**config.mk**
```make
export PLATFORM = sky130hd
export DESIGN_NAME = branch_resolve_unit
export DESIGN_NICKNAME = d
export VERILOG_FILES = /design/src/rtl/branch_resolve_unit.sv
export SDC_FILE = /design/constraint.sdc
export NUM_CORES = 1
export LEC_CHECK = 0
export CAP_MARGIN = 25
export CORE_MARGIN = 3
export CORE_UTILIZATION = 40
export CTS_BUF_LIST = sky130_fd_sc_hd__clkbuf_4
export DETAILED_ROUTE_END_ITERATION = 10
export PLACE_DENSITY = 0.79
export SYNTH_ARGS = -nofsm -noshare
export SYNTH_HDL_FRONTEND = slang
export SYNTH_SLANG_ARGS = --single-unit
```
**constraint.sdc**
```tcl
create_clock -name clk -period 1.7 [get_ports clk]
set_input_delay 0.51 -clock clk [delete_from_list [all_inputs] [get_ports clk]]
set_output_delay 0.51 -clock clk [all_outputs]
set_load 0.02 [all_outputs]
```
**src/rtl/branch_resolve_unit.sv**
```systemverilog
// branch_resolve_unit: EX-stage branch/jump resolution, mispredict redirect,
// multi-cycle front-end flush and predictor update record.
// Optional build macro BRU_STATS_EN adds saturating resolve/mispredict counters
// (ports stat_resolved, stat_mispred).
module branch_resolve_unit #(
    parameter int unsigned FLUSH_CYCLES = 2
) (
    input  logic        clk,
    input  logic        rst_n,
    input  logic        ex_valid,
    output logic        ex_ready,
    input  logic        is_branch,
    input  logic        is_jal,
    input  logic        is_jalr,
    input  logic [2:0]  funct3,
    input  logic        br_eq,
    input  logic        br_lt,
    input  logic        br_ltu,
    input  logic [31:0] pc,
    input  logic [31:0] pred_pc,
    input  logic [31:0] branch_target,
    input  logic [31:0] jal_target,
    input  logic [31:0] jalr_target,
    output logic        redirect,
    output logic [31:0] redirect_pc,
    output logic        flush,
    output logic        upd_valid,
    output logic [31:0] upd_pc,
    output logic        upd_taken,
    output logic        illegal_br
`ifdef BRU_STATS_EN
    ,
    output logic [31:0] stat_resolved,
    output logic [31:0] stat_mispred
`endif
);

    localparam int unsigned XLEN  = 32;
    localparam int unsigned CNT_W = 4;

    typedef enum logic [0:0] {
        IDLE  = 1'b0,
        FLUSH = 1'b1
    } state_t;

    state_t            state;
    logic [CNT_W-1:0]  cnt;

    logic              accept_c;
    logic              is_ctrl_c;
    logic              taken_c;
    logic              illegal_c;
    logic [XLEN-1:0]   target_c;
    logic [XLEN-1:0]   seq_pc_c;
    logic [XLEN-1:0]   actual_c;
    logic              mispredict_c;

    assign ex_ready = (state == IDLE);

    // Direction and target decode; jalr > jal > branch priority
    always_comb begin
        taken_c   = 1'b0;
        illegal_c = 1'b0;
        target_c  = branch_target;
        if (is_jalr) begin
            taken_c  = 1'b1;
            target_c = {jalr_target[XLEN-1:1], 1'b0};
        end else if (is_jal) begin
            taken_c  = 1'b1;
            target_c = jal_target;
        end else if (is_branch) begin
            case (funct3)
                3'b000:  taken_c = br_eq;
                3'b001:  taken_c = !br_eq;
                3'b100:  taken_c = br_lt;
                3'b101:  taken_c = !br_lt;
                3'b110:  taken_c = br_ltu;
                3'b111:  taken_c = !br_ltu;
                default: begin
                    taken_c   = 1'b0;
                    illegal_c = 1'b1;
                end
            endcase
        end
    end

    // Resolved next PC and mispredict detection (32-bit wrap on pc+4)
    always_comb begin
        accept_c     = ex_valid && ex_ready;
        is_ctrl_c    = is_branch || is_jal || is_jalr;
        seq_pc_c     = pc + XLEN'(4);
        actual_c     = taken_c ? target_c : seq_pc_c;
        mispredict_c = is_ctrl_c && (actual_c != pred_pc);
    end

    // Resolve FSM with registered pulses and flush hold counter
    always_ff @(posedge clk or negedge rst_n) begin
        if (!rst_n) begin
            state       <= IDLE;
            cnt         <= '0;
            redirect    <= 1'b0;
            redirect_pc <= '0;
            flush       <= 1'b0;
            upd_valid   <= 1'b0;
            upd_pc      <= '0;
            upd_taken   <= 1'b0;
            illegal_br  <= 1'b0;
        end else begin
            redirect   <= 1'b0;
            upd_valid  <= 1'b0;
            illegal_br <= 1'b0;
            case (state)
                IDLE: begin
                    flush <= 1'b0;
                    if (accept_c && is_ctrl_c) begin
                        upd_valid  <= 1'b1;
                        upd_pc     <= pc;
                        upd_taken  <= taken_c;
                        illegal_br <= illegal_c && !is_jal && !is_jalr;
                        if (mispredict_c) begin
                            redirect    <= 1'b1;
                            redirect_pc <= actual_c;
                            flush       <= 1'b1;
                            cnt         <= CNT_W'(FLUSH_CYCLES - 1);
                            state       <= FLUSH;
                        end
                    end
                end
                FLUSH: begin
                    if (cnt == '0) begin
                        flush <= 1'b0;
                        state <= IDLE;
                    end else begin
                        flush <= 1'b1;
                        cnt   <= cnt - CNT_W'(1);
                    end
                end
                default: begin
                    flush <= 1'b0;
                    state <= IDLE;
                end
            endcase
        end
    end

`ifdef BRU_STATS_EN
    // Saturating event counters driven by the registered pulses
    always_ff @(posedge clk or negedge rst_n) begin
        if (!rst_n) begin
            stat_resolved <= '0;
            stat_mispred  <= '0;
        end else begin
            if (upd_valid && (stat_resolved != '1)) begin
                stat_resolved <= stat_resolved + XLEN'(1);
            end
            if (redirect && (stat_mispred != '1)) begin
                stat_mispred <= stat_mispred + XLEN'(1);
            end
        end
    end
`endif

endmodule
```
==> results by group, run 1 <==
Layout
  – Design Area, Final: 10400 µm²
  – Synthesis-to-layout area growth: 81.6%
  – Most common cell after layout, fill and taps aside: buf_4
  – Commonest cells after routing, fill and taps aside: buf_4, clkdlybuf4s50_1, dfrtp_1
  – Seq. cell area: 1830 µm²
  – Final layout net count: between 1k and 1.5k
  – Multi-input logic area: 4080 µm²
  – Non-filler cells, final: 1220
  – Share of cells above drive strength 1: 0.449
  – Fillers: 932

Worst setup path
  – CP Class: input port to register
  – Critical-path top delay cell: or4_4
  – Max stage delay on crit path: 0.53 ns
  – Crit path depth: 14
  – FF-to-FF path depth: 7
  – R2R Setup Slk: approximately 0.08 ns
  – CP Launch Type: input port
  – Buf/Inv on CP: 5
  – Crit path arrival time: about 3.4 ns
  – Worst R2R End: redirect_pc[2]$_DFFE_PN0P_
  – Critical path required time: about 2.1 ns
  – Top Family by Delay on Critical Path: compound AO/OA/AOI/OAI gates
  – CP Capture Type: register
  – Reg2reg start: state$_DFF_PN0_
  – CP cell instances: buf_4 -> nand4_4 -> or4_4 -> buf_6 -> o31ai_4 -> nand3_2 -> a22o_1 -> a2111oi_4 -> nand4_1 -> o21ai_2 -> inv_2 -> buf_12 -> buf_16 -> mux2_4
  – Crit Path Max Fanout: 8

Synth
  – Post-synthesis xor/xnor area fraction: 0.0972
  – Synthesized net count: between 700 and 800
  – Top post-synthesis cells by area: dfrtp_1, mux2_2, mux2i_1, mux2_4, xnor2_1
  – Synth Register Bits: 73
  – Cell taking the most area after synthesis: dfrtp_1
  – Distinct cells, synth: 64
  – Top_reg_cell synth: dfrtp_1
  – Synth Area in Adders: 0.00438
  – Largest family of logic cells by synthesized area: multiplexers
  – Mux cell area share after synthesis: 0.233
  – Cell count after synthesis: around 600
  – Number of synthesized flops with an enable pin: 0
  – Ys async rst share: 1.00
  – Register area share after synthesis: 0.319
  – Yosys warns: 0
  – Synth Area in Compound Gates: 0.135
  – Syn Area/Cell: roughly 9.5 µm²
  – Simple-gate share of the synthesized area: 0.165
  – Top-area cell type share of the netlist area: 0.319
  – Netlist Area Pre-Place: 5720 µm²

Placement
  – Dpl cells: 1159
  – Port Buffer Count: 240
  – DP Area: around 9600 µm²
  – DP HPWL: ~19000 µm
  – Global placement routability congestion: approximately 0.97

Floorplan
  – Chip width: 126 µm
  – Die area: ~16000 µm²
  – I/O pin cnt: 242
  – Core region area: 13900 µm²
  – Die height: 126 µm
  – Initial core utilization: 0.410
  – Row count: 43

Power and ir drop
  – LEAKAGE: about 0.0046 µW
  – Share of total power in the clock network: 0.099
  – Final Power: 10200 µW
  – Total power per unit cell area: approximately 1000 nW/µm²
  – Int Pwr: 6030 µW
  – Peak VDD IR: 0.788 mV
  – Net load switching power: 4190 µW
  – Flop pwr share: 0.304
  – Comb pwr share: 0.597
  – Switching Share: 0.410

Global routing
  – Largest net degree at the start of global routing: between 70 and 80
  – GRT met1 Usage: 0.382
  – Met3 GRT Util: 0.0649
  – GR peak layer: met2
  – Vias in the first global route: around 6.8k
  – GR Overflow Total: 0
  – First-pass GRT wire length: 37200 µm
  – Initial antenna violation count: 1
  – Met2 Use GR: 0.519
  – Global Route Usage Sum: 0.301

Status
  – Status: finished, violations left
  – Failing checks: negative setup slack

Drt
  – 1st-iter DRT viols: 525
  – Total Wirelength: 25200 µm
  – 1st-pass router iterations: 5
  – DR vias: around 6.8k
  – Via/cell ratio: approximately 5.6
  – WL/cell: 20.7 µm
  – DRC viols: 0
  – Routed Antenna Nets: 0

STA
  – Final period utilization: 1.77
  – Layout Skew: 0.0183 ns
  – Setup TNS: -47.87 ns
  – Fin crit period: about 3 ns
  – Minimum hold slack: 0.00202 ns
  – Crit path setup slack, layout: -1.31 ns
  – Worst-Margin Slew: 0.676 ns
  – Final Max Slew Viols: 0
  – RSZ-0062 raised after global routing: yes
  – Final setup fails: 70
  – Slew HR: 0.544
  – Final Hold Viols: 0
  – Fmax: 0.333 GHz

Clock tree
  – Root buf cell: clkbuf_4
  – Latest clock arrival within the worst-skew pair: ~0.5 ns
  – CTS tree: built
  – CTS Buf Count: 9
  – Depth of the CTS H-tree: 3
  – Max Root-Sink Buffers: 2
  – Hold Buf Count CTS: 0
  – Worst-path clk slew: roughly 0.12 ns
  – Sink Count: 73

Flow run
  – Max-capacitance violation count: 0

Worst hold path
  – Worst min path class: input port to async pin
==> flip-flops by register name, indices dropped and copies added, names as in the netlist <==
name,count
redirect_pc,32
upd_pc,32
cnt,4
illegal_br,1
redirect,1
state,1
upd_taken,1
upd_valid,1
==> worst max path at each step <==
| stage | slack [ns] | start | to |
|---|---|---|---|
| after global routing | -1.40 | pc[12] | redirect_pc[19]$_DFFE_PN0P_ |
| after detailed placement | -2.17 | pc[2] | redirect_pc[8]$_DFFE_PN0P_ |
| final | -1.31 | pc[7] | redirect_pc[19]$_DFFE_PN0P_ |
| after floorplan | -1.40 | is_jalr | redirect_pc[10]$_DFFE_PN0P_ |
| after global placement | -2.10 | pc[2] | redirect_pc[7]$_DFFE_PN0P_ |
| after CTS | -1.22 | pc[12] | redirect_pc[7]$_DFFE_PN0P_ |
==> power by group through the flow <==
stage	clock, µW	sequential, µW	combinational [µW]
2_1_floorplan	0	4040	1960
3_3_place_gp	0	3070	5830
3_5_place_dp	0	3120	5910
4_1_cts	1010	3100	6060
5_1_grt	1090	3200	6390
6_report	1020	3100	6100
==> repair_timing <==
| item | 4_1_cts | 5_1_grt |
|---|---|---|
| gates cloned | 4 | 0 |
| gates resized for setup | 347 | 95 |
| hold endpoints to repair | 0 | 0 |
| pin swaps | 29 | 25 |
| setup buffers | 27 | 21 |
| setup endpoints to repair | 143 | 83 |
==> area by class of cell <==
type                            count  share of cell area
Inverter                           25             0.00904
Antenna cell                        1            0.000241
Clock buffer                       10             0.00723
Sequential cell                    73               0.176
Tap cell                          180              0.0217
Clock inverter                      6             0.00337
Timing Repair Buffer              455               0.390
Multi-Input combinational cell    470               0.393
==> through the flow <==
step / utilization / worst slack, ns
floorplan: - / -1.40
global placement: 0.686 / -2.10
detailed placement: 0.686 / -2.17
CTS: 0.735 / -1.22
global route: 0.745 / -1.40
finish: 0.745 / -1.31
==> cell usage after synthesis, types with 2 or more instances <==
master / number
xnor2_1: 24
o311ai_0: 3
nand3_1: 16
o21bai_1: 2
mux2_2: 50
nor3_1: 15
or2_2: 3
clkbuf_1: 17
o22ai_1: 7
buf_1: 4
nand3b_1: 3
nor2_1: 27
xnor3_1: 6
nor2b_1: 3
a22o_1: 2
mux2i_1: 44
a221oi_1: 4
xor2_1: 24
o221ai_1: 5
and3_1: 5
dfrtp_1: 73
buf_2: 9
o21a_1: 2
or4_1: 3
a21oi_1: 25
or3_1: 6
a211o_1: 2
nor4_1: 10
nand2_1: 53
buf_6: 3
ha_1: 2
a32oi_1: 2
inv_1: 24
a211oi_1: 7
o2111ai_1: 4
o21ai_0: 34
a31oi_1: 4
and4_1: 4
mux2_4: 22
o211ai_1: 4
nand2b_1: 7
nand4_1: 16
==> worst register-to-register path: cells and delay by family, from the launching register on <==
family / cells / cell delay, ns
AO/OA/AOI/OAI: 1 / 0.08
buffers and inverters: 4 / 0.47
AND/OR/NAND/NOR: 1 / 0.22
multiplexers: 1 / 0.34
flip-flops: 1 / 0.42
==> layer usage <==
layer / share of wire / vias to the layer above
li1: - / 3085
met1: 0.40 / 3249
met2: 0.49 / 384
met3: 0.089 / 58
met4: 0.026 / 0
met5: 0 / -
==> cells by family (layout without fill, tap and decap cells) <==
logic type | after synthesis | count (layout)
flops | 73 | 73
mux | 116 | 116
xor+xnor | 54 | 54
compound gates | 117 | 117
fa+ha+maj | 2 | 2
simple gates | 181 | 181
other cells | 0 | 1
buf+inv | 59 | 496
Note: power is estimated with default switching activity, not from simulation.
==> run 2, diff against run 1 <==
--- a/config.mk
+++ b/config.mk
@@ -7,10 +7,11 @@
 export LEC_CHECK = 0
 export CAP_MARGIN = 25
 export CORE_MARGIN = 3
-export CORE_UTILIZATION = 40
+export CORE_UTILIZATION = 45
 export CTS_BUF_LIST = sky130_fd_sc_hd__clkbuf_4
 export DETAILED_ROUTE_END_ITERATION = 10
-export PLACE_DENSITY = 0.79
+export GPL_TIMING_DRIVEN = 0
+export PLACE_DENSITY = 0.84
 export SYNTH_ARGS = -nofsm -noshare
 export SYNTH_HDL_FRONTEND = slang
 export SYNTH_SLANG_ARGS = --single-unit
==> constraint.sdc (replaced) <==
create_clock -name clk -period 3.21 [get_ports clk]
set_input_delay 0.963 -clock clk [delete_from_list [all_inputs] [get_ports clk]]
set_output_delay 0.963 -clock clk [all_outputs]
set_load 0.02 [all_outputs]
==> run 2 against run 1 <==
  * Register-to-register slack better by 0.70 ns
  * Via count shrank 2.4%
  * Final cell count down 11%
  * Core utilization grew 5.4 points
  * Largest power group unchanged
  * Clock power shrank 26%
  * The flow still finishes with violations (negative setup slack)
  * Design area is 6.0% lower
  * Highest routed layer unchanged
  * Critical endpoint is now redirect_pc[9]$_DFFE_PN0P_
  * Routed wire length increased by 3.7%
  * Largest cell class unchanged
  * Critical path depth did not move
  * Non-clock buffer count down 118
==> results by group, run 2 (synthesized netlist as in run 1, its figures left out) <==
STA
  – Minimum hold slack: around 0.52 ns
  – Layout Skew: ~0.029 ns
  – Final Hold Viols: 0
  – Fmax: 0.279 GHz
  – Final Max Slew Viols: 0
  – Final setup fails: 36
  – Worst-Margin Slew: 0.978 ns
  – Fin crit period: 3.58 ns
  – Setup TNS: -11.22 ns
  – Slew HR: 0.348
  – Crit path setup slack, layout: -0.370 ns
  – RSZ-0062 raised after global routing: yes
  – Final period utilization: 1.12

Power and ir drop
  – Peak VDD IR: 0.544 mV
  – Total power per unit cell area: 588 nW/µm²
  – LEAKAGE: 0.00407 µW
  – Comb pwr share: 0.582
  – Net load switching power: 2200 µW
  – Flop pwr share: 0.288
  – Final Power: 5740 µW
  – Switching Share: 0.383
  – Int Pwr: roughly 3500 µW
  – Share of total power in the clock network: 0.131

Worst setup path
  – CP Class: input port to register
  – Critical-path top delay cell: or4_4
  – Cell mode on critical path: buf_12
  – Top Family by Delay on Critical Path: compound AO/OA/AOI/OAI gates
  – Critical path required time: 3.54 ns
  – Crit path arrival time: 3.91 ns
  – CP cell instances: buf_12 -> nand3_4 -> or4_4 -> buf_8 -> o31ai_4 -> nand3_2 -> a22o_1 -> a2111oi_2 -> nand4_1 -> o21ai_2 -> inv_4 -> buf_12 -> buf_12 -> mux2_4
  – CP Capture Type: register
  – Buf/Inv on CP: 5
  – CP Launch Type: input port
  – Max stage delay on crit path: roughly 0.57 ns
  – Crit Path Max Fanout: 7

Placement
  – DP HPWL: roughly 19000 µm
  – DP Area: 8400 µm²
  – Port Buffer Count: 232
  – Global placement routability congestion: 0.906

Layout
  – Commonest cells after routing, fill and taps aside: clkdlybuf4s50_1, dfrtp_1, buf_4
  – Most common cell after layout, fill and taps aside: clkdlybuf4s50_1
  – Share of cells above drive strength 1: 0.310
  – Diodes inserted: 0
  – Design Area, Final: 9760 µm²
  – Final layout net count: 1090
  – Synthesis-to-layout area growth: 70.7%
  – Biggest regs: redirect_pc: 32 flops, upd_pc: 32 flops, cnt: 4 flops
  – Final Util: 0.799

Clock tree
  – Max Root-Sink Buffers: 2
  – Root buf cell: clkbuf_4
  – Worst-path clk slew: 0.12 ns
  – Sink Count: 73
  – Hold Buf Count CTS: 0
  – CTS tree: built
  – Latest clock arrival within the worst-skew pair: between 0.4 and 0.5 ns
  – Depth of the CTS H-tree: 3
  – CTS Buf Count: 9

Drt
  – Routed Antenna Nets: 0
  – Total Wirelength: 26100 µm
  – 1st-pass router iterations: 6
  – Via/cell ratio: 6.08
  – 1st-iter DRT viols: 678
  – WL/cell: 24.0 µm
  – DRC viols: 0
  – DR vias: approximately 6.6k

Global routing
  – GR peak layer: met2
  – Largest net degree at the start of global routing: 74
  – Initial antenna violation count: 0
  – Vias in the first global route: 6722
  – Met3 GRT Util: 0.0885
  – GR Overflow Total: 0
  – Met2 Use GR: 0.591
  – GRT met1 Usage: 0.432
  – First-pass GRT wire length: 38300 µm
  – Global Route Usage Sum: 0.348

Floorplan
  – Chip width: 119 µm
  – I/O pin cnt: 242
  – Initial core utilization: 0.468
  – Die height: 119 µm
  – Row count: 40
  – Core region area: 12200 µm²
  – Die area: approximately 14000 µm²

Flow run
  – Max-capacitance violation count: 0

Worst hold path
  – Worst min path class: register to register

Status
  – Failing checks: negative setup slack
  – Status: finished, violations left
[run 2: stage by stage]
| step | setup slack (ns) | std cells |
|---|---|---|
| 6_report | -0.370 | 1088 |
| 5_1_grt | -0.396 | 1088 |
| 4_1_cts | -0.173 | 1074 |
| 3_5_place_dp | -1.69 | 1002 |
| 3_3_place_gp | -1.65 | 1002 |
| 2_1_floorplan | -0.344 | 602 |
[run 2: layout make-up]
type | count | area (µm²)
inverter | 25 | 96.3
clock buffer | 9 | 67.6
tap | 168 | 210
buffer | 34 | 343
multi-input combinational | 470 | 4160
clock inverter | 6 | 108
sequential | 73 | 1830
fill | 804 | 2450
timing repair buffer | 303 | 2950
[run 2: timing repair]
action                     CTS  global route
gates resized for setup    217            69
pin swaps                   33            13
cloned                       3             1
setup buffers               55            13
setup endpoints to repair   38            36
[run 2: worst paths after layout]
check	depth (start not counted)	slack, ns	end	start
worst max-delay path	14	-0.37	redirect_pc[9]$_DFFE_PN0P_	pc[4]
worst min register to register	1	0.52	upd_pc[28]$_DFFE_PN0P_	upd_pc[28]$_DFFE_PN0P_
worst max register to register	5	0.78	upd_pc[26]$_DFFE_PN0P_	state$_DFF_PN0_
min in group asynchronous	1	0.66	redirect_pc[15]$_DFFE_PN0P_	rst_n
max in group asynchronous	1	1.92	upd_pc[11]$_DFFE_PN0P_	rst_n
worst min-delay path	1	0.52	upd_pc[28]$_DFFE_PN0P_	upd_pc[28]$_DFFE_PN0P_
[run 2: power by group through the flow]
stage                     logic (µW)  registers, µW  clock network (µW)
after detailed placement        2990           1660                   0
after floorplan                 1030           2140                   0
after CTS                       3220           1640                 750
final                           3340           1650                 751
after global placement          2940           1630                   0
after global routing            3490           1700                 786
[run 2: routing by layer]
metal | vias to the layer above | wire, µm | share of wire
met2 | 484 | 12600 | 0.48
li1 | 2845 | - | -
met5 | - | 0 | 0
met3 | 104 | 2830 | 0.11
met4 | 0 | 1050 | 0.040
met1 | 3181 | 9720 | 0.37
